File: config.mk
export PLATFORM = sky130hd
export DESIGN_NAME = uart_tx_fifo
export DESIGN_NICKNAME = d
export VERILOG_FILES = /design/src/rtl/uart_tx_fifo.sv
export SDC_FILE = /design/constraint.sdc
export NUM_CORES = 1
export LEC_CHECK = 0
export CAP_MARGIN = 30
export CORE_AREA = 2 2 112 114
export CTS_CLUSTER_DIAMETER = 80
export DETAILED_ROUTE_END_ITERATION = 7
export DIE_AREA = 0 0 114 116
export PLACE_DENSITY = 0.78
export SETUP_SLACK_MARGIN = 0.15
export SYNTH_ARGS = -nofsm -noshare
export SYNTH_HDL_FRONTEND = slang
export SYNTH_SLANG_ARGS = --single-unit
File: constraint.sdc
create_clock -name pclk -period 2.75 [get_ports pclk]
set_input_delay 0.275 -clock pclk [delete_from_list [all_inputs] [get_ports pclk]]
set_output_delay 0.275 -clock pclk [all_outputs]
set_load 0.01 [all_outputs]
File: src/rtl/uart_tx_fifo.sv
// UART transmitter with a 16-deep byte FIFO.
// Bit timing comes from an external ctrl_shift_tx pulse; the line is registered.
module uart_tx_fifo (
    input  logic       pclk,
    input  logic       preset,
    input  logic       ctrl_en,
    input  logic       ctrl_tx_en,
    input  logic [7:0] ctrl_data,
    input  logic       ctrl_shift_tx,
    input  logic       ctrl_d9,
    input  logic       ctrl_ep,
    input  logic [1:0] ctrl_txt,
    output logic       uart_txd,
    output logic       tx_nf,
    output logic       tx_busy,
    output logic       tx_txe
);

    typedef enum logic [2:0] {
        IDLE,
        START,
        DATA,
        PARITY,
        STOP
    } state_t;

    state_t      state_q, state_d;
    logic [7:0]  mem_q [16];
    logic [4:0]  count_q, count_d;
    logic [3:0]  rd_ptr_q, rd_ptr_d;
    logic [3:0]  wr_ptr_q, wr_ptr_d;
    logic [7:0]  shift_q, shift_d;
    logic [2:0]  idx_q, idx_d;
    logic        par_q, par_d;
    logic        txd_q, txd_d;
    logic        push;
    logic        pop;
    logic [7:0]  head;

    assign head     = mem_q[rd_ptr_q];
    assign push     = ctrl_tx_en && (count_q != 5'd16);
    assign tx_nf    = (count_q != 5'd16);
    assign tx_busy  = (state_q != IDLE);
    assign uart_txd = txd_q;

    always_comb begin
        tx_txe = 1'b0;
        unique case (ctrl_txt)
            2'b00: tx_txe = (count_q == 5'd0);
            2'b01: tx_txe = (count_q <= 5'd4);
            2'b10: tx_txe = (count_q <= 5'd8);
            2'b11: tx_txe = (count_q <= 5'd12);
            default: tx_txe = 1'b0;
        endcase
    end

    // txd_d is the level for the bit period that begins at this edge.
    always_comb begin
        state_d = state_q;
        shift_d = shift_q;
        idx_d   = idx_q;
        par_d   = par_q;
        txd_d   = txd_q;
        pop     = 1'b0;
        if (!ctrl_en) begin
            state_d = IDLE;
            txd_d   = 1'b1;
        end else if (ctrl_shift_tx) begin
            unique case (state_q)
                IDLE, STOP: begin
                    if (count_q != 5'd0) begin
                        pop     = 1'b1;
                        shift_d = head;
                        idx_d   = 3'd0;
                        par_d   = ^head;
                        state_d = START;
                        txd_d   = 1'b0;
                    end else begin
                        state_d = IDLE;
                        txd_d   = 1'b1;
                    end
                end
                START: begin
                    state_d = DATA;
                    txd_d   = shift_q[0];
                end
                DATA: begin
                    if (idx_q == 3'd7) begin
                        if (ctrl_d9) begin
                            state_d = PARITY;
                            txd_d   = ctrl_ep ? par_q : ~par_q;
                        end else begin
                            state_d = STOP;
                            txd_d   = 1'b1;
                        end
                    end else begin
                        shift_d = {1'b0, shift_q[7:1]};
                        idx_d   = idx_q + 3'd1;
                        txd_d   = shift_q[1];
                    end
                end
                PARITY: begin
                    state_d = STOP;
                    txd_d   = 1'b1;
                end
                default: begin
                    state_d = IDLE;
                    txd_d   = 1'b1;
                end
            endcase
        end
    end

    always_comb begin
        rd_ptr_d = rd_ptr_q + {3'b000, pop};
        wr_ptr_d = wr_ptr_q + {3'b000, push};
        count_d  = count_q;
        unique case ({push, pop})
            2'b10:   count_d = count_q + 5'd1;
            2'b01:   count_d = count_q - 5'd1;
            default: count_d = count_q;
        endcase
    end

    always_ff @(posedge pclk) begin
        if (preset) begin
            state_q  <= IDLE;
            count_q  <= 5'd0;
            rd_ptr_q <= 4'd0;
            wr_ptr_q <= 4'd0;
            shift_q  <= 8'd0;
            idx_q    <= 3'd0;
            par_q    <= 1'b0;
            txd_q    <= 1'b1;
        end else begin
            state_q  <= state_d;
            count_q  <= count_d;
            rd_ptr_q <= rd_ptr_d;
            wr_ptr_q <= wr_ptr_d;
            shift_q  <= shift_d;
            idx_q    <= idx_d;
            par_q    <= par_d;
            txd_q    <= txd_d;
        end
    end

    always_ff @(posedge pclk) begin
        if (!preset && push) begin
            mem_q[wr_ptr_q] <= ctrl_data;
        end
    end

endmodule

==> run metrics, run 1 <==
Seq/Total Area, Yosys 68.34%; Fillers 829; CTS tree yes; VDD IR max 0.0006253 V; Power Density 756.7 mW/mm^2; kind of critical path reg2reg; Pwr Total 5799 uW; I/O pin count 21; Max Buffers Root-to-Sink 2; core area 0.01191 mm^2; Netlist Area Pre-Place 0.006474 mm^2; share of cells above drive strength 1 20.94%; fmax 398.1 MHz; Net Count, Synth 434; Die Wd 114 um; port bufs 20; drt first pass iters 7; total gr overflow 0; CP Data Required Time 3.06 ns; number of max-cap violations 0; DR iter-0 viols 289; final max-slew violation count 0; number of buffers created by CTS 17; leading area contributor after synthesis edfxtp_1; vias per inst 5.982; Ys Warns 0; CP max FO 6; full die area 0.01322 mm^2; Yosys top cell area share 59.37%; Routed Antenna Nets 0; global-route wire length before repair 19650 um; library cells used by synthesis 36; dpl ws -0.001793 ns; row count 40; final hold violation count 0; # diodes 0; Syn Area/Cell 15.87 um^2; Layout area overhead 18.38%; wire per inst 20.86 um; Root Buffer clkbuf_16; final period utilization 91.35%; Post-Syn Instances 408; clock transition at the registers of the reported paths 0.06 ns; vias 3679; startpoint types flip-flop; DR DRC count 0; outcome finished, final reports clean; Worst Clk Skew 0.007894 ns; antenna violations before repair 0; initial core utilization 54.35%; worst-skew pair later-pin latency 0.42 ns; post-DP HPWL 8009 um; post-cts hold buffer count 0; H-tree levels 4; gr usage total 20.56%; main area contributors after synthesis edfxtp_1 59%, dfxtp_1 9.0%, mux4_2 7.7%, mux4_1 4.1%, nor2_1 2.6%; Min-Delay Path Class reg2reg; Final Wtd Congestion 0.8638; slew of the pin with the lowest slew margin 0.7041 ns; final WL 12830 um; Worst path slowest cell or3_4; worst setup margin 0.2379 ns; Cell Chain, Critical Path or2_2 -> nor4_4 -> or3_4 -> nor2_4 -> ha_4 -> xor2_2 -> ha_2 -> a21oi_2 -> nor3b_1 -> o21ai_0 -> a21oi_1 -> xnor2_1 -> nor2_1; Worst path max stage delay 0.42 ns; vias in the first global route 3672; RSZ-0062 raised after global routing false; largest net degree at the start of global routing 35; crit path capture type flip-flop; clock sink total 157; die extent in y 116 um; Tmin final 2.512 ns; setup violators final 0; leak pwr 0.002547 uW; Seq cells post-synth 157; Slew Limit Headroom 52.96%; Worst EP arrival 2.82 ns; fin nets 481
[final timing paths]
| kind | slack (ns) | to | startpoint | cells past startpoint |
|---|---|---|---|---|
| max | 0.24 | count_q[4]$_SDFFE_PP0P_ | count_q[1]$_SDFFE_PP0P_ | 13 |
| min | 0.48 | shift_q[1]$_SDFFE_PP0P_ | shift_q[2]$_SDFFE_PP0P_ | 2 |
| max reg2reg | 0.24 | count_q[4]$_SDFFE_PP0P_ | count_q[1]$_SDFFE_PP0P_ | 13 |
| min reg2reg | 0.48 | shift_q[1]$_SDFFE_PP0P_ | shift_q[2]$_SDFFE_PP0P_ | 2 |
[logic make-up after synthesis]
family          share of synthesized area, %
xor+xnor                               2.435
flops                                  68.34
mux                                    12.33
fa+ha+maj                              2.049
compound gates                         4.890
buf+inv                                2.242
simple gates                           7.712
[per-layer routing]
layer,share of wire [%],GRT usage [%],vias up
li1,-,-,1670
met1,42,26.19,1861
met2,51,33.57,125
met3,5.3,5.439,23
met4,2.3,9.268,0
met5,0,0,-
[critical path: cells and delay by family, from the launching register on]
family	cells	cell delay [ns]
and+or+nand+nor	6	1.03
adders and majority gates	2	0.39
AOI/OAI and AO/OA	3	0.37
DFF	1	0.33
xor gates and xnor gates	2	0.29
[state kept, by name, summed over array words and instances (netlist names), 3 cells and up]
register / cells
count_q: 5
state_q: 3
mem_q: 128
shift_q: 8
wr_ptr_q: 4
rd_ptr_q: 4
idx_q: 3
[cell usage in the layout, fill, tap and decap left out, drive strengths merged, types with 13 or more instances in the layout]
master	instances
edfxtp	128
nor2	44
mux4	32
nand2	30
dfxtp	29
buf	28
clkdlybuf4s50	19
clkbuf	19
a22oi	17
xnor2	13
inv	13
[where the power goes]
group	switching [uW]	internal, uW
combinational	401	407
sequential	56.2	2640
clock	945	1350
[cell usage after synthesis, drive strengths merged]
cell type and number:
or3 5, maj3 2, a22oi 17, clkbuf 9
edfxtp 128, xor2 5, o211ai 1, nand2 30
buf 12, nor2 44, nand3b 2, a211oi 1
nand3 5, and2 1, dfxtp 29, nand2b 6
nor3 7, mux4 32, xnor2 13, o21ai 6
nor2b 6, nor4 1, ha 9, mux2i 4
a32oi 1, nor3b 1, a311oi 8, or2 2
or4 1, o22ai 1, inv 8, a21oi 11
[layout make-up]
cell class                      instances  area, um^2  area share (%)
Sequential cell                       157        4429           57.80
Clock buffer                           18       429.2           5.600
Inverter                                8       30.03          0.3918
Multi-Input combinational cell        222        1976           25.78
Tap cell                              147       183.9           2.400
Timing Repair Buffer                   49       459.2           5.992
Clock inverter                         14       156.4           2.041
[per-stage QoR]
step	TNS [ns]	std cells	util (%)	hold WS [ns]	instance area (um^2)
finish	0	615	64.34	0.4823	7664
global route	0	615	64.34	0.5124	7664
CTS	0	613	63.60	0.4869	7576
detailed placement	-0.001793	581	58.62	0.4782	6983
global placement	0	581	58.62	0.4640	6983
floorplan	0	408	-	0.3739	6487
[what timing repair did]
| action | CTS | global route |
|---|---|---|
| cloned | 0 | 1 |
| pin swaps | 0 | 2 |
| setup endpoints to repair | 4 | 4 |
| buffers inserted | 0 | 1 |
| resized for setup | 3 | 11 |
(Power assumes the default switching activity.)
==> run 2: changes to the inputs <==
CORE_AREA = 2 2 110 112   (was 2 2 112 114)
DIE_AREA = 0 0 112 114   (was 0 0 114 116)
DONT_BUFFER_PORTS = 1   (was default)
==> run metrics, run 2 (synthesized netlist as in run 1, its figures left out) <==
Largest regs mem_q x128, shift_q x8, count_q x5; full die area 0.01277 mm^2 (-3.4%); Comb power frac 13.5% (-0.4 points); Worst EP arrival 2.86 ns (+0.04 ns); RSZ-0062 raised after global routing true; reg2reg end count_q[3]$_SDFFE_PP0P_; row count 40 (unchanged); startpoint types flip-flop; antenna violations before repair 0 (unchanged); CP Data Required Time 3.10 ns (+0.04 ns); global-route wire length before repair 19260 um (-2.0%); final hold violation count 0 (unchanged); Worst Clk Skew 0.009148 ns (+0.001254 ns); Cell Chain, Critical Path or2_4 -> nor4_2 -> or3_4 -> nor2_4 -> ha_4 -> buf_4 -> clkinvlp_4 -> nor3_1 -> a311oi_2 -> or3_1 -> a21oi_1; internal power 4179 uW (-5.0%); fin nets 471 (-2.1%); min-delay src ctrl_shift_tx; met3 GRT Util 5.313% (-0.13 points); hold path endpoint state_q[2]$_SDFFE_PP0P_; H-tree levels 4 (unchanged); Tmin final 2.511 ns (-0.001376 ns); Clock power frac 38.1% (-1.5 points); VDD IR max 0.0006203 V (-0.79%); GRT busiest layer met2; clock sink total 157 (unchanged); core area 0.01171 mm^2 (-1.7%); Sequential Power Share 48.3% (+1.8 points); CTS tree yes; total gr overflow 0 (unchanged); global-route met1 utilization 26.44% (+0.25 points); final max-slew violation count 0 (unchanged); commonest cells after routing, fill and taps aside 128 x edfxtp_1, 43 x nor2_1, 29 x nand2_1; Die Wd 112 um (-1.8%); fmax 398.3 MHz (about the same); I/O pin count 21 (unchanged); largest net degree at the start of global routing 35 (unchanged); final WL 12280 um (-4.3%); Worst path max stage delay 0.42 ns (about the same); R2R cell count 11 (-2); P_sw 1390 uW (-0.86%); drt first pass iters 4 (-3); Routed Antenna Nets 0 (unchanged); met2 Use GR 33.78% (+0.21 points); wire per inst 20.33 um (-2.6%); vias 3562 (-3.2%); kind of critical path reg2reg; Slew Limit Headroom 44.07% (-8.9 points); placed cell area 0.006768 mm^2 (-3.1%); worst-skew pair later-pin latency 0.43 ns (about the same); Final Wtd Congestion 0.9036 (+4.6%); gr usage total 20.43% (-0.13 points); die extent in y 114 um (-1.7%); DR iter-0 viols 316 (+9.3%); hold_ws 0.008934 ns (-0.4734 ns); leak pwr 0.002493 uW (-2.1%); number of buffers created by CTS 17 (unchanged); slew of the pin with the lowest slew margin 0.8362 ns (+0.1321 ns); Sw Share 24.96% (+0.79 points); Biggest register mem_q; vias per inst 5.897 (-1.4%); clock transition at the registers of the reported paths 0.06 ns (about the same); outcome finished, final reports clean; Min-Delay Path Class in2reg; final period utilization 91.30% (about the same); setup violators final 0 (unchanged); flop2flop setup slack 0.24 ns (about the same); Min-Delay Path Depth 2 (unchanged); port bufs 0 (-100%); vias in the first global route 3575 (-2.6%); Worst path slowest cell or3_4; share of cells above drive strength 1 21.01% (+0.066 points); Root Buffer clkbuf_16; post-route cell area 0.007512 mm^2 (-2.0%); Fillers 789 (-4.8%); Max Buffers Root-to-Sink 2 (unchanged); RR Startpoint count_q[0]$_SDFFE_PP0P_; CP max FO 5 (-1); Power Density 741.2 mW/mm^2 (-2.0%); max reg flops 128 (unchanged); most common cell after layout, fill and taps aside edfxtp_1; post-DP HPWL 7582 um (-5.3%); initial core utilization 55.28% (+0.93 points); Setup TNS 0 ns (unchanged); Layout area overhead 16.04%; crit path capture type flip-flop; DR DRC count 0 (unchanged); # diodes 0 (unchanged); number of max-cap violations 0 (unchanged)
run 2: cell count changes in the layout (fill, tap and decap cells not counted), moves of 2 or more:
cell / before / now
dlygate4sd3_1: 0 / 10
clkdlybuf4s50_1: 19 / 0
bufinv_16: 2 / 0
clkinv_4: 0 / 3
a22oi_1: 14 / 16
a22oi_2: 3 / 1
run 2: critical path, delay by kind of cell (launching register included):
kind / cells / cell delay, ns
and+or+nand+nor: 6 / 1.41
DFF: 1 / 0.37
buffers and inverters: 2 / 0.27
AOI/OAI and AO/OA: 2 / 0.20
adders and majority gates: 1 / 0.17
run 2: metrics by stage:
stage               setup slack [ns]  utilization, %  std cells  total power [uW]
finish                        0.2393           64.15        604              5568
global route                  0.1092           64.15        604              5788
CTS                           0.1596           63.35        600              5545
detailed placement           0.07460           57.79        559              3382
global placement              0.1638           57.79        559              3361
floorplan                     0.1739               -        408              3264
run 2: power by group through the flow:
stage	Sequential [uW]	Clock [uW]	Combinational (uW)
final	2690	2120	753
after global routing	2700	2260	828
after CTS	2690	2150	707
after detailed placement	2740	0	646
after global placement	2730	0	630
after floorplan	2730	0	538
run 2: timing repair:
action | 4_1_cts | 5_1_grt
hold buffers | 10 | 0
endpoints found under the setup margin | 3 | 4
gates cloned | 0 | 1
buffers inserted | 0 | 3
hold endpoints to repair | 151 | 0
gates resized for setup | 3 | 9
pin swaps | 0 | 2
run 2: area by class of cell:
cell class / instances / area [um^2] / share of cell area, %
Sequential cell: 157 / 4427 / 58.93
Multi-Input combinational cell: 222 / 1968 / 26.20
Clock buffer: 17 / 425.4 / 5.663
Timing Repair Buffer: 39 / 360.3 / 4.797
Tap cell: 147 / 183.9 / 2.448
Clock inverter: 14 / 113.9 / 1.516
Inverter: 8 / 33.78 / 0.4497
run 2: how the worst max path moves through the flow:
stage / startpoint / endpoint / slack, ns / cells after the start
2_1_floorplan: count_q[1]$_SDFFE_PP0P_ / count_q[4]$_SDFFE_PP0P_ / 0.17 / 14
5_1_grt: count_q[2]$_SDFFE_PP0P_ / count_q[3]$_SDFFE_PP0P_ / 0.11 / 11
4_1_cts: count_q[0]$_SDFFE_PP0P_ / count_q[3]$_SDFFE_PP0P_ / 0.16 / 13
3_5_place_dp: count_q[0]$_SDFFE_PP0P_ / count_q[3]$_SDFFE_PP0P_ / 0.07 / 13
6_report: count_q[0]$_SDFFE_PP0P_ / count_q[3]$_SDFFE_PP0P_ / 0.24 / 11
3_3_place_gp: count_q[0]$_SDFFE_PP0P_ / count_q[4]$_SDFFE_PP0P_ / 0.16 / 13
run 2: metal layers:
layer,routed length [um],share of wire [%],up-vias
li1,-,-,1653
met5,0,0,-
met1,5038,41,1776
met4,174,1.4,0
met2,6223,51,117
met3,841,6.8,16
